--- config.mk ---
export PLATFORM = sky130hd
export DESIGN_NAME = intersection_ctrl
export DESIGN_NICKNAME = d
export VERILOG_FILES = /design/src/rtl/intersection_ctrl.sv
export SDC_FILE = /design/constraint.sdc
export NUM_CORES = 1
export LEC_CHECK = 0
export CAP_MARGIN = 20
export CORE_MARGIN = 10
export CORE_UTILIZATION = 60
export CTS_BUF_LIST = sky130_fd_sc_hd__clkbuf_4
export DETAILED_ROUTE_END_ITERATION = 7
export PLACE_DENSITY = 0.84
export SYNTH_ARGS = -nofsm -noshare
export SYNTH_HDL_FRONTEND = slang
export SYNTH_SLANG_ARGS = --single-unit
--- constraint.sdc ---
create_clock -name clock -period 3.4 [get_ports clock]
set_input_delay 0.85 -clock clock [delete_from_list [all_inputs] [get_ports clock]]
set_output_delay 0.85 -clock clock [all_outputs]
set_load 0.1 [all_outputs]
--- src/rtl/intersection_ctrl.sv ---
// rtl/intersection_ctrl.sv - two-phase intersection controller with all-red clearance and pedestrian walk
// Moore outputs decoded from state; phase timer restarts on every state change.
module intersection_ctrl #(
  parameter int GREEN_MIN = 8,
  parameter int YELLOW_T  = 3,
  parameter int ALLRED_T  = 2,
  parameter int WALK_T    = 6
) (
  input  logic clock,
  input  logic reset_n,
  input  logic Ped,
  input  logic CarNS,
  input  logic CarEW,
  output logic NS_G,
  output logic NS_Y,
  output logic NS_R,
  output logic EW_G,
  output logic EW_Y,
  output logic EW_R,
  output logic Walk
);

  localparam logic [2:0] ST_NSG  = 3'd0;
  localparam logic [2:0] ST_NSY  = 3'd1;
  localparam logic [2:0] ST_AR1  = 3'd2;
  localparam logic [2:0] ST_EWG  = 3'd3;
  localparam logic [2:0] ST_EWY  = 3'd4;
  localparam logic [2:0] ST_AR2  = 3'd5;
  localparam logic [2:0] ST_WALK = 3'd6;

  localparam logic DIR_NS = 1'b0;
  localparam logic DIR_EW = 1'b1;

  localparam logic [7:0] GREEN_LAST  = 8'(GREEN_MIN - 1);
  localparam logic [7:0] YELLOW_LAST = 8'(YELLOW_T - 1);
  localparam logic [7:0] ALLRED_LAST = 8'(ALLRED_T - 1);
  localparam logic [7:0] WALK_LAST   = 8'(WALK_T - 1);

  logic [2:0] state;
  logic [2:0] state_nxt;
  logic [7:0] timer;
  logic       ped_pend;
  logic       next_dir;
  logic       state_change;

  always_comb begin
    state_nxt = state;
    case (state)
      ST_NSG:  if (timer >= GREEN_LAST && (CarEW || ped_pend)) state_nxt = ST_NSY;
      ST_NSY:  if (timer == YELLOW_LAST) state_nxt = ST_AR1;
      ST_AR1:  if (timer == ALLRED_LAST) state_nxt = ped_pend ? ST_WALK : ST_EWG;
      ST_EWG:  if (timer >= GREEN_LAST && (CarNS || ped_pend)) state_nxt = ST_EWY;
      ST_EWY:  if (timer == YELLOW_LAST) state_nxt = ST_AR2;
      ST_AR2:  if (timer == ALLRED_LAST) state_nxt = ped_pend ? ST_WALK : ST_NSG;
      ST_WALK: if (timer == WALK_LAST) state_nxt = (next_dir == DIR_EW) ? ST_EWG : ST_NSG;
      default: state_nxt = ST_NSG;
    endcase
  end

  assign state_change = (state_nxt != state);

  always_ff @(posedge clock or negedge reset_n) begin
    if (!reset_n) begin
      state    <= ST_NSG;
      timer    <= 8'd0;
      ped_pend <= 1'b0;
      next_dir <= DIR_EW;
    end else begin
      state <= state_nxt;
      if (state_change)
        timer <= 8'd0;
      else if (timer != 8'hFF)
        timer <= timer + 8'd1;
      // A request arriving on the entry edge is not consumed by this walk
      if (Ped)
        ped_pend <= 1'b1;
      else if (state_change && state_nxt == ST_WALK)
        ped_pend <= 1'b0;
      if (state == ST_AR1 && state_change)
        next_dir <= DIR_EW;
      else if (state == ST_AR2 && state_change)
        next_dir <= DIR_NS;
    end
  end

  always_comb begin
    NS_G = 1'b0;
    NS_Y = 1'b0;
    NS_R = 1'b0;
    EW_G = 1'b0;
    EW_Y = 1'b0;
    EW_R = 1'b0;
    Walk = 1'b0;
    case (state)
      ST_NSG:  begin NS_G = 1'b1; EW_R = 1'b1; end
      ST_NSY:  begin NS_Y = 1'b1; EW_R = 1'b1; end
      ST_EWG:  begin EW_G = 1'b1; NS_R = 1'b1; end
      ST_EWY:  begin EW_Y = 1'b1; NS_R = 1'b1; end
      ST_WALK: begin NS_R = 1'b1; EW_R = 1'b1; Walk = 1'b1; end
      default: begin NS_R = 1'b1; EW_R = 1'b1; end
    endcase
  end

endmodule
# Word-level counts from Yosys, hierarchy flattened
# Index checks and enable logic that the tools add are counted.
# Widths: inputs -> output; s select.
# totals
ff_bits	13
output_inout_bits	7
elab_cells	55
# classes
add_sub_neg	1
magnitude_cmp	1
eq_ne	12
muxes	24
n_reduce_logical	13
# ops
cell	count
$mux 3	9
$pmux 3 s7	1
$mux 8	2
$eq 3x3->1 const B	4
$mux 1	11
$add 8x1->8 const B	1
$eq 8x1->1 const B	1
$eq 8x2->1 const B	1
$eq 8x3->1 const B	1
$ge 8x3->1 const B	1
$ne 8x8->1 const B	1
$eq 3x2->1 const B	2
$reduce_bool 2->1	3
$logic_and 1x1->1	5
$reduce_or 2->1	2
$eq 3x1->1 const B	1
$logic_not 3->1	1
$ne 3x3->1	1
$logic_or 1x1->1	2
$mux 2	1

# Longest topological paths before layout
# Gate-level depths: netlist of the first run.
# logic_depth
ltp_word	8
mapped_depth	7
mapped_depth_nobuf	7

# Worst setup path after synthesis of the first run
# OpenSTA, ideal clock, no wires.
# synth_timing
path_kind	flip-flop to output port
start	reg state[0]
end	out EW_R
arrival_ns	2.939
required_time_ns	2.550
setup_slack_ns	-0.389
path_stages_with_launch	6
path_buffers	1
path_cell_list	dfrtp_1 clkbuf_8 inv_1 nand2_1 nor2_1 nor2_1
# synth_between
elab_chain_len	3
word_cells_on_any_way	4
# synth_lines
item	line_no	rtl
from (decl)	39	logic [2:0] state;
from (signal assigned)	69	state <= state_nxt;
$eq 3x3->1 / $eq 3x2->1 (equally long branches)	94	case (state)
$reduce_or 2->1 (no source line) (*)	-	
$mux 1 (*)	94	
to (decl)	19	output logic EW_R,
# Every way passes the cells marked *; elsewhere a longest branch is shown, timed or not.

# Worst setup path in the final report of the first run
# Ends and elaborated chain as after synthesis.

==> summary.md, run 1 <==
| Metric | Value |
|---|---|
| Slew HR | 60.0% |
| Crit-path cells | inv_1 > nand2_1 > nor2_2 > nor2_1 > buf_4 |
| CTS tree | yes |
| Multi-input gate area | 659 µm² |
| HPWL after detailed placement | 1810 µm |
| Die area | 3880 µm² |
| Area Overhead vs Synth | 8.40% |
| WP data arrival | about 1600 ps |
| Final Power | 1.19 mW |
| Global-route wire length before repair | between 4000 and 5000 µm |
| Pin count of the biggest net entering global routing | 17 |
| Starting density of the core | 62.8% |
| Post-Layout Inst Area | approximately 1200 µm² |
| Setup TNS | 0 ps |
| Cells after synthesis | about 120 |
| Main synth FF type | dfrtp_1 |
| Total Wirelength | roughly 2400 µm |
| Worst Hold Endpoint | timer[0]$_DFFE_PN0P_ |
| DRT met1 WL | between 1000 and 1500 µm |
| Final period util | around three quarters |
| Period minus WS final | about 2500 ps |
| Final core utilization | 68.1% |
| Share of cells above drive strength 1 | 23.6% |
| Vias per inst | 6.31 |
| Reg-to-Reg End | timer[1]$_DFFE_PN0P_ |
| Slowest stage delay, CP | ~530 ps |
| Power density over the cells | about 1000 nW/µm² |
| Site Rows | 15 |
| Status | finished clean |
| Initial drt markers | 24 |
| PostCTS Resize Cnt | 0 |
| Hold Path Depth | 2 |
| Placed inst area | ~1100 µm² |
| Diode count | 0 |
| Vias in the first global route | a little over 900 |
| # IOs | 12 |
| Synth unique cells | 48 |
| Clk sinks | 13 |
| Finished Layout Cells | ~150 |
| Ys async rst share | 100% |
| Die Height | around 62 µm |
| WL/cell | 15.9 µm |
| P_leak | approximately 0.52 nW |
| YS warnings | 0 |
| Worst min path class | reg2reg |
| Setup violators final | 0 |
| Worst setup path class | reg2out |
| Routability cong. | a little under 0.8 |
| Via count | about 960 |
| Stages on the worst setup path | 5 |
| Register area share after synthesis | between 30 and 40% |
| Startpoint types | flop |
| Num CTS Buffers | 3 |
| Unrepaired setup endpoints after global routing | false |
| Later-pin clock latency in the skew report | about 280 ps |
| GRT overflow | 0 |
| Max Root-Sink Buffers | 2 |
| DR WL met3 | ~190 µm |
| Fmax | 402 MHz |
| Initial antenna violation count | 0 |
| GRT Util Overall | 12.5% |
| Max VDD drop | 0.530 mV |
| DRT antenna net count | 0 |
| Reg-to-reg startpoint | timer[5]$_DFFE_PN0P_ |
| Htree depth | 1 |
| Top sig layer | met4 |
| Critical-path maximum fanout | 9 |
| R2r setup slk | ~1300 ps |
| Min-delay src | timer[0]$_DFFE_PN0P_ |
| Final Hold Viols | 0 |
| CP required | 2550 ps |
| DP Cell Count | 148 |
| WL met2 | around 1100 µm |
| Most frequent cells in the layout | 12 x nor2_1, 12 x a21oi_1, 12 x dfrtp_1, 7 x nand2_1, 7 x buf_4 |
| Register area | about 330 µm² |
| DRT Pass-1 Iters | 4 |
| Reg2reg path depth | 5 |
| Mean Syn Cell Area | 9.01 µm² |
| Clock Root Buffer | clkbuf_4 |
| Max_cap viols | 0 |
| CP top delay family | flip-flops |
| Fin nets | 136 |
| Mapped cell area | roughly 1100 µm² |
| Syn_nets | ~130 |
| Kind of end point of the critical path | output pin |
| Worst Tran Pin Value | just under 600 ps |
| Count of flip-flops with a built-in enable after synthesis | 0 |
| Pins over their slew limit | 0 |
| Core Area | ~1700 µm² |
| Skew final | between 4 and 5 ps |
| Drc violations | 0 |
| Fill count | 136 |
| CP max-delay cell | dfrtp_1 |
| Post-CTS setup buffers | 0 |
| PortBufs | 11 |
| Clk slew on worst S/H paths | 80 ps |
| Crit path buf inv count | 2 |
| Hold buffer count at CTS | 0 |
| FF+latch count, synth | 13 |
| DIE WIDTH | 62.3 µm |
[through the flow]
| step | hold slack [ps] | worst slack (ps) |
|---|---|---|
| 3_3_place_gp | 619 | 1090 |
| 2_1_floorplan | 554 | 15.8 |
| 4_1_cts | 648 | 918 |
| 3_5_place_dp | 638 | 1070 |
| 6_report | 636 | 910 |
| 5_1_grt | 655 | 796 |
[report_power, final]
group | switching, mW | leakage (nW) | internal (mW)
registers | 0.108 | 0.165 | 0.201
clock network | 0.0506 | 0.0184 | 0.0536
logic | 0.534 | 0.338 | 0.242
total | 0.693 | 0.522 | 0.497
[worst reg2reg max path, stage by stage (launching register included)]
cell,delay (ps)
dfrtp_1,430
nor3_1,540
a31oi_1,220
a21bo_2,290
o211ai_4,330
a221oi_2,120
[worst max-delay path by stage]
| stage | startpoint | to | slack, ps |
|---|---|---|---|
| final | state[0]$_DFF_PN0_ | EW_R | 910 |
| after global routing | state[0]$_DFF_PN0_ | EW_R | 800 |
| after CTS | state[0]$_DFF_PN0_ | EW_R | 920 |
| after detailed placement | CarNS | timer[1]$_DFFE_PN0P_ | 1070 |
| after global placement | CarNS | timer[1]$_DFFE_PN0P_ | 1090 |
| after floorplan | state[2]$_DFF_PN0_ | NS_Y | 20 |
[per-layer routing]
layer  vias to the layer above  track usage [%]
met5                         -                0
met4                         0             7.82
met3                         6             5.73
met2                        30             18.5
met1                       459             14.3
li1                        464                -
[Yosys cell counts (2+ instances only)]
master	n	area share [%]
nand3b_1	2	1.4
a31oi_1	3	1.8
inv_1	6	2.1
nor2_1	13	4.6
ha_1	3	3.5
a221oi_2	2	2.8
nand4_1	2	1.2
dfrtp_1	12	28
o21ai_0	4	1.9
nor3_1	2	0.93
buf_4	2	1.4
mux2i_1	3	2.8
a21oi_1	12	5.6
and3_1	3	1.8
xor2_1	2	1.6
nand2_1	7	2.5
nand3_1	6	2.8
and4b_1	2	1.9
and2b_2	2	1.6
clkbuf_8	3	3.9
[layout make-up]
class | instances | area share, %
flip-flops and latches | 13 | 28.1
inverters | 6 | 1.94
repair buffers | 11 | 7.97
multi-input cells | 93 | 56.7
well taps | 25 | 2.69
clock buffers | 4 | 2.58
[state kept, by name, indices dropped and copies added (netlist names)]
register,count
ped_pend,1
timer,8
state,3
next_dir,1
[logic make-up after synthesis]
kind of cell / Yosys count / synth area share (%)
adder cells (fa/ha/maj): 3 / 3.50
flip-flops: 13 / 30.5
AO/OA/AOI/OAI: 36 / 27.1
XOR/XNOR: 3 / 2.45
buffers and inverters: 13 / 8.75
multiplexers: 3 / 2.80
AND/OR/NAND/NOR: 48 / 25.0
Power figures use the tool's default switching activity.
==> run 2, diff against run 1 <==
- CORE_UTILIZATION: 60 -> 58
- PLACE_DENSITY: 0.84 -> 0.82
- clock period: 3.4 -> 2.61 ns (I/O delays scaled with it)
==> run 2 against run 1 <==
  * Sequential share of layout area down 1.5 points
  * Combinational power grew 40%
  * Largest power group unchanged
  * Via count shrank 0.42%
  * Hold slack gained 9.4 ps
  * Clock power up 23%
  * Critical path type unchanged
  * Utilization rose by 2.4 points
  * Setup slack worse by 480 ps
  * Power up 36%
  * Cell area rose by 5.8%
  * First-iteration DRC count is 58% higher
  * Sequential power up 29%
==> summary.md, run 2 (same netlist as run 1, synthesis figures left out) <==
| Metric | Value |
|---|---|
| Status | finished clean |
| Reg-to-reg startpoint | timer[5]$_DFFE_PN0P_ |
| DRT met1 WL | 1000 µm (-5.6%) |
| Max VDD drop | 0.837 mV (+58%) |
| DIE WIDTH | 63.0 µm (+1.2%) |
| Pin count of the biggest net entering global routing | 17 (unchanged) |
| Most frequent cells in the layout | 12 x a21oi_1, 12 x dfrtp_1, 10 x nor2_1, 7 x nand2_1 |
| Htree depth | 1 (unchanged) |
| Worst setup path class | reg2out |
| Initial drt markers | 38 (+58%) |
| Drc violations | 0 (unchanged) |
| CP top delay family | flip-flops |
| Slew HR | 55.9% (-4.1 points) |
| Fin nets | 136 (unchanged) |
| Fmax | between 400 and 500 MHz |
| P_leak | 0.540 nW (+3.5%) |
| Power density over the cells | 1320 nW/µm² (+29%) |
| Final Power | 1.62 mW (+36%) |
| Vias in the first global route | 885 (-2.6%) |
| Area Overhead vs Synth | 14.7% |
| Clock Root Buffer | clkbuf_4 |
| WP data arrival | 1530 ps (-110 ps) |
| CTS tree | yes |
| Vias per inst | 6.28 (-0.42%) |
| Max FFs per register | 8 (unchanged) |
| # IOs | 12 (unchanged) |
| DRT antenna net count | 0 (unchanged) |
| Biggest register | timer |
| Later-pin clock latency in the skew report | 260 ps (-20 ps) |
| Crit path buf inv count | 2 (unchanged) |
| Total Wirelength | 2400 µm (-0.87%) |
| Top sig layer | met4 |
| DRT Pass-1 Iters | 4 (unchanged) |
| Max_cap viols | 0 (unchanged) |
| Slowest stage delay, CP | 510 ps (-20 ps) |
| HPWL after detailed placement | 1860 µm (+2.7%) |
| CP Launch Point | state[0]$_DFF_PN0_ |
| CP required | 1960 ps (-590 ps) |
| Fill count | 148 (+8.8%) |
| Worst Tran Pin Value | 657 ps (+61.5 ps) |
| GRT Util Overall | 11.8% (-0.68 points) |
| Global-route wire length before repair | 4000 µm (-0.50%) |
| Skew final | 4.78 ps (+0.0928 ps) |
| Setup TNS | 0 ps (unchanged) |
| Site Rows | 15 (unchanged) |
| WL/cell | 15.8 µm (-0.87%) |
| PostCTS Resize Cnt | 0 (unchanged) |
| Unrepaired setup endpoints after global routing | false |
| Die Height | 63.0 µm (+1.2%) |
| Crit-path cells | inv_1 > nand2_1 > nor2_2 > nor2_2 > buf_12 |
| Diode count | 0 (unchanged) |
| Kind of end point of the critical path | output pin |
| GRT overflow | 0 (unchanged) |
| Num CTS Buffers | 3 (unchanged) |
| Routability cong. | 0.960 (+22%) |
| DR WL met3 | 161 µm (-14%) |
| Final Hold Viols | 0 (unchanged) |
| Post-CTS setup buffers | 0 (unchanged) |
| Hold buffer count at CTS | 0 (unchanged) |
| Max Root-Sink Buffers | 2 (unchanged) |
| CP max-delay cell | dfrtp_1 |
| Clk sinks | 13 (unchanged) |
| Starting density of the core | 61.4% (-1.4 points) |
| Final period util | 83.7% |
| R2r setup slk | 540 ps (-800 ps) |
| Min-delay src | next_dir$_DFFE_PN1P_ |
| Core Area | 1750 µm² (+2.2%) |
| Period minus WS final | around 2200 ps |
| Die area | 3970 µm² (+2.3%) |
| Clk slew on worst S/H paths | 70 ps (about the same) |
| Biggest regs | timer: 8 flops, state: 3 flops |
| Most Frequent Cell on Critical Path | nor2_2 |
| Via count | 955 (-0.42%) |
| Initial antenna violation count | 0 (unchanged) |
| Pins over their slew limit | 0 (unchanged) |
| Critical-path maximum fanout | 9 (unchanged) |
| Share of cells above drive strength 1 | 25.2% (+1.6 points) |
| PortBufs | 11 (unchanged) |
| Setup violators final | 0 (unchanged) |
| WL met2 | 1190 µm (+7.3%) |
| Worst min path class | reg2reg |
| Startpoint types | flop |
run 2: report_power, final:
group / total (mW) / internal [mW] / switching [mW]
logic: 1.09 / 0.382 / 0.713
registers: 0.400 / 0.262 / 0.138
clock network: 0.128 / 0.0694 / 0.0581
total: 1.62 / 0.714 / 0.909
run 2: per-stage QoR:
step                      utilization, %  hold WS [ps]  instance area [µm²]  std cells  setup WS (ps)
after global placement              68.7           609                 1200        148            510
final                               70.5           645                 1230        152            427
after floorplan                        -           357                 1080        119           -105
after CTS                           70.5           644                 1230        152            424
after global routing                70.5           676                 1230        152            313
after detailed placement            68.7           634                 1200        148            484
run 2: final cells by class:
| class | instances | area, µm² | area share [%] |
|---|---|---|---|
| inverters | 6 | 22.5 | 1.83 |
| flip-flops and latches | 13 | 327 | 26.6 |
| multi-input cells | 93 | 664 | 54.0 |
| well taps | 25 | 31.3 | 2.54 |
| repair buffers | 11 | 155 | 12.6 |
| clock buffers | 4 | 30.0 | 2.44 |
run 2: worst min-delay path, stage by stage, from the launching register on:
cell and delay (ps):
dfstp_2 390, a21oi_1 110, a31oi_1 50, o31a_1 100
run 2: final timing paths:
path / to / cells past startpoint
max: EW_R / 5
min: next_dir$_DFFE_PN1P_ / 3
max reg2reg: timer[4]$_DFFE_PN0P_ / 5
min reg2reg: next_dir$_DFFE_PN1P_ / 3
max in group asynchronous: next_dir$_DFFE_PN1P_ / 1
min in group asynchronous: timer[4]$_DFFE_PN0P_ / 1
run 2: routing by layer:
layer  global-route usage, %  vias up
met2                    19.8       36
met5                       0        -
met3                    2.69        4
met4                    6.15        0
met1                    13.6      457
li1                        -      458
==> run 3, diff against run 2 <==
- CORE_UTILIZATION: 58 -> 52
- PLACE_DENSITY: 0.82 -> 0.78
- clock period: 2.61 -> 2 ns (I/O delays scaled with it)
==> run 3 against run 2 <==
  * Power is 47% higher
  * Sequential share of layout area down 2.6 points
  * Clock power up 42%
  * Critical path type is now reg2reg
==> summary.md, run 3 (same netlist as run 1, synthesis figures left out) <==
| Metric | Value |
|---|---|
| Status | finished clean |
| Initial drt markers | 104 (+170%) |
| DRT Pass-1 Iters | 4 (unchanged) |
| Core Area | 1960 µm² (+12%) |
| Finished Layout Cells | 162 (+6.6%) |
| Share of cells above drive strength 1 | 34.8% (+9.6 points) |
| Biggest register | timer |
| Fmax | between 500 and 600 MHz |
| # IOs | 12 (unchanged) |
| Unrepaired setup endpoints after global routing | true |
| Net Switching | 1.31 mW (+44%) |
| GRT Util Overall | 13.3% (+1.5 points) |
| Internal power | 1.08 mW (+51%) |
| DRT antenna net count | 0 (unchanged) |
| CP required | 2200 ps (+240 ps) |
| Worst min path class | in2async |
| Total Wirelength | 2830 µm (+18%) |
| Final hold slack | 578 ps (-67.2 ps) |
| Via count | 1040 (+8.9%) |
| Comb pwr share | 71.3% (+3.8 points) |
| Most common cell after layout, fill and taps aside | a21oi_1 |
| Critical-path maximum fanout | 8 (-1) |
| Slew HR | 61.0% (+5.2 points) |
| Period minus WS final | 1970 ps |
| WP data arrival | 2170 ps (+640 ps) |
| Clk sinks | 13 (unchanged) |
| Biggest regs | timer: 8 flops, state: 3 flops |
| Num CTS Buffers | 3 (unchanged) |
| Pins over their slew limit | 0 (unchanged) |
| Most frequent cells in the layout | 12 x a21oi_1, 10 x dfrtp_1, 9 x nor2_1, 8 x buf_4 |
| Post-CTS setup buffers | 0 (unchanged) |
| PortBufs | 11 (unchanged) |
| R2r setup slk | 30 ps (-510 ps) |
| Max_cap viols | 0 (unchanged) |
| Fin nets | 144 (+5.9%) |
| Final Hold Viols | 0 (unchanged) |
| Hold buffer count at CTS | 0 (unchanged) |
| Initial antenna violation count | 0 (unchanged) |
| Power density over the cells | 1740 nW/µm² (+32%) |
| Sequential power share | 21.1% (-3.6 points) |
| Vias in the first global route | 941 (+6.3%) |
| Multi-input gate area | 717 µm² (+7.9%) |
| Pin count of the biggest net entering global routing | 15 (-2) |
| Global-route wire length before repair | 4570 µm (+14%) |
| Site Rows | 16 (+1) |
| Clk slew on worst S/H paths | 80 ps (about the same) |
| P_leak | 0.594 nW (+9.9%) |
| GRT overflow | 0 (unchanged) |
| Worst Tran Pin Value | 583 ps (-74.2 ps) |
| Skew final | 3.09 ps (-1.70 ps) |
| Sw frac | 54.8% (-1.2 points) |
| Die area | 4280 µm² (+7.8%) |
| Register area | 329 µm² (+0.77%) |
| Area Overhead vs Synth | 28.0% |
| CTS tree | yes |
| Max FFs per register | 8 (unchanged) |
| Final period util | 98.5% |
| Max Root-Sink Buffers | 2 (unchanged) |
| Clock Root Buffer | clkbuf_4 |
| Reg2reg path depth | 5 (unchanged) |
| Diode count | 0 (unchanged) |
| Reg-to-Reg End | timer[6]$_DFFE_PN0P_ |
| Kind of end point of the critical path | flop |
| HPWL after detailed placement | 2170 µm (+16%) |
| CP Launch Point | timer[5]$_DFFE_PN0P_ |
| Final core utilization | 70.0% (-0.50 points) |
| Die Height | 65.4 µm (+3.8%) |
| Worst setup path class | reg2reg |
| DIE WIDTH | 65.4 µm (+3.8%) |
| Later-pin clock latency in the skew report | 290 ps (+30 ps) |
| Drc violations | 0 (unchanged) |
| Clock Power Share | 7.6% (-0.3 points) |
| Starting density of the core | 54.7% (-6.8 points) |
| Max VDD drop | 0.899 mV (+7.5%) |
| Vias per inst | 6.42 (+2.2%) |
| Setup violators final | 0 (unchanged) |
| Htree depth | 1 (unchanged) |
| Routability cong. | 0.884 (-7.9%) |
| Reg-to-reg startpoint | timer[5]$_DFFE_PN0P_ |
| DP Cell Count | 158 (+6.8%) |
| WL/cell | 17.4 µm (+11%) |
| Fill count | 169 (+14%) |
| Startpoint types | flop |
==> run 3: routing by layer <==
| metal | wire (µm) | global-route usage (%) | vias up |
|---|---|---|---|
| met2 | 1370 | 21.2 | 67 |
| met4 | 93 | 8.02 | 0 |
| met5 | 0 | 0 | - |
| met3 | 228 | 2.20 | 12 |
| li1 | - | - | 472 |
| met1 | 1140 | 16.4 | 489 |
==> run 3: worst max-delay path: stages, from the launching register on <==
cell	delay, ps
dfrtp_1	390
or3_4	430
o41ai_4	340
o311a_2	280
o211ai_4	140
a221oi_2	290
==> run 3: worst max-delay path by stage <==
stage                           end  slack, ps
2_1_floorplan                  EW_R       -170
5_1_grt        timer[1]$_DFFE_PN0P_        -30
3_5_place_dp   timer[6]$_DFFE_PN0P_         10
4_1_cts                        NS_G         30
3_3_place_gp   timer[2]$_DFFE_PN0P_         80
6_report       timer[6]$_DFFE_PN0P_         30
==> run 3: power by group through the flow <==
stage	Clock, mW	Sequential, mW	Combinational (mW)
4_1_cts	0.183	0.492	1.65
2_1_floorplan	0	0.402	1.33
3_5_place_dp	0	0.495	1.65
6_report	0.182	0.504	1.70
5_1_grt	0.196	0.515	1.80
3_3_place_gp	0	0.486	1.61
==> run 3: layout make-up <==
class	instances	area share [%]
Multi-Input combinational cell	93	52.2
Sequential cell	13	24.0
Timing Repair Buffer	19	17.5
Tap cell	27	2.46
Clock buffer	4	2.19
Inverter	6	1.64
==> run 3: timing repair <==
item	4_1_cts	5_1_grt
setup endpoints to repair	3	13
resized for setup	1	8
gates cloned	0	0
pin swaps	0	1
==> run 3: per-stage QoR <==
step                setup TNS, ps  instance area [µm²]  setup slack (ps)  total power [mW]
floorplan                   -1620                 1120              -169              1.73
global placement                0                 1310              78.6              2.09
detailed placement              0                 1310              12.6              2.15
CTS                             0                 1340              26.5              2.33
global route                -59.0                 1370             -34.8              2.51
finish                          0                 1370              30.4              2.39
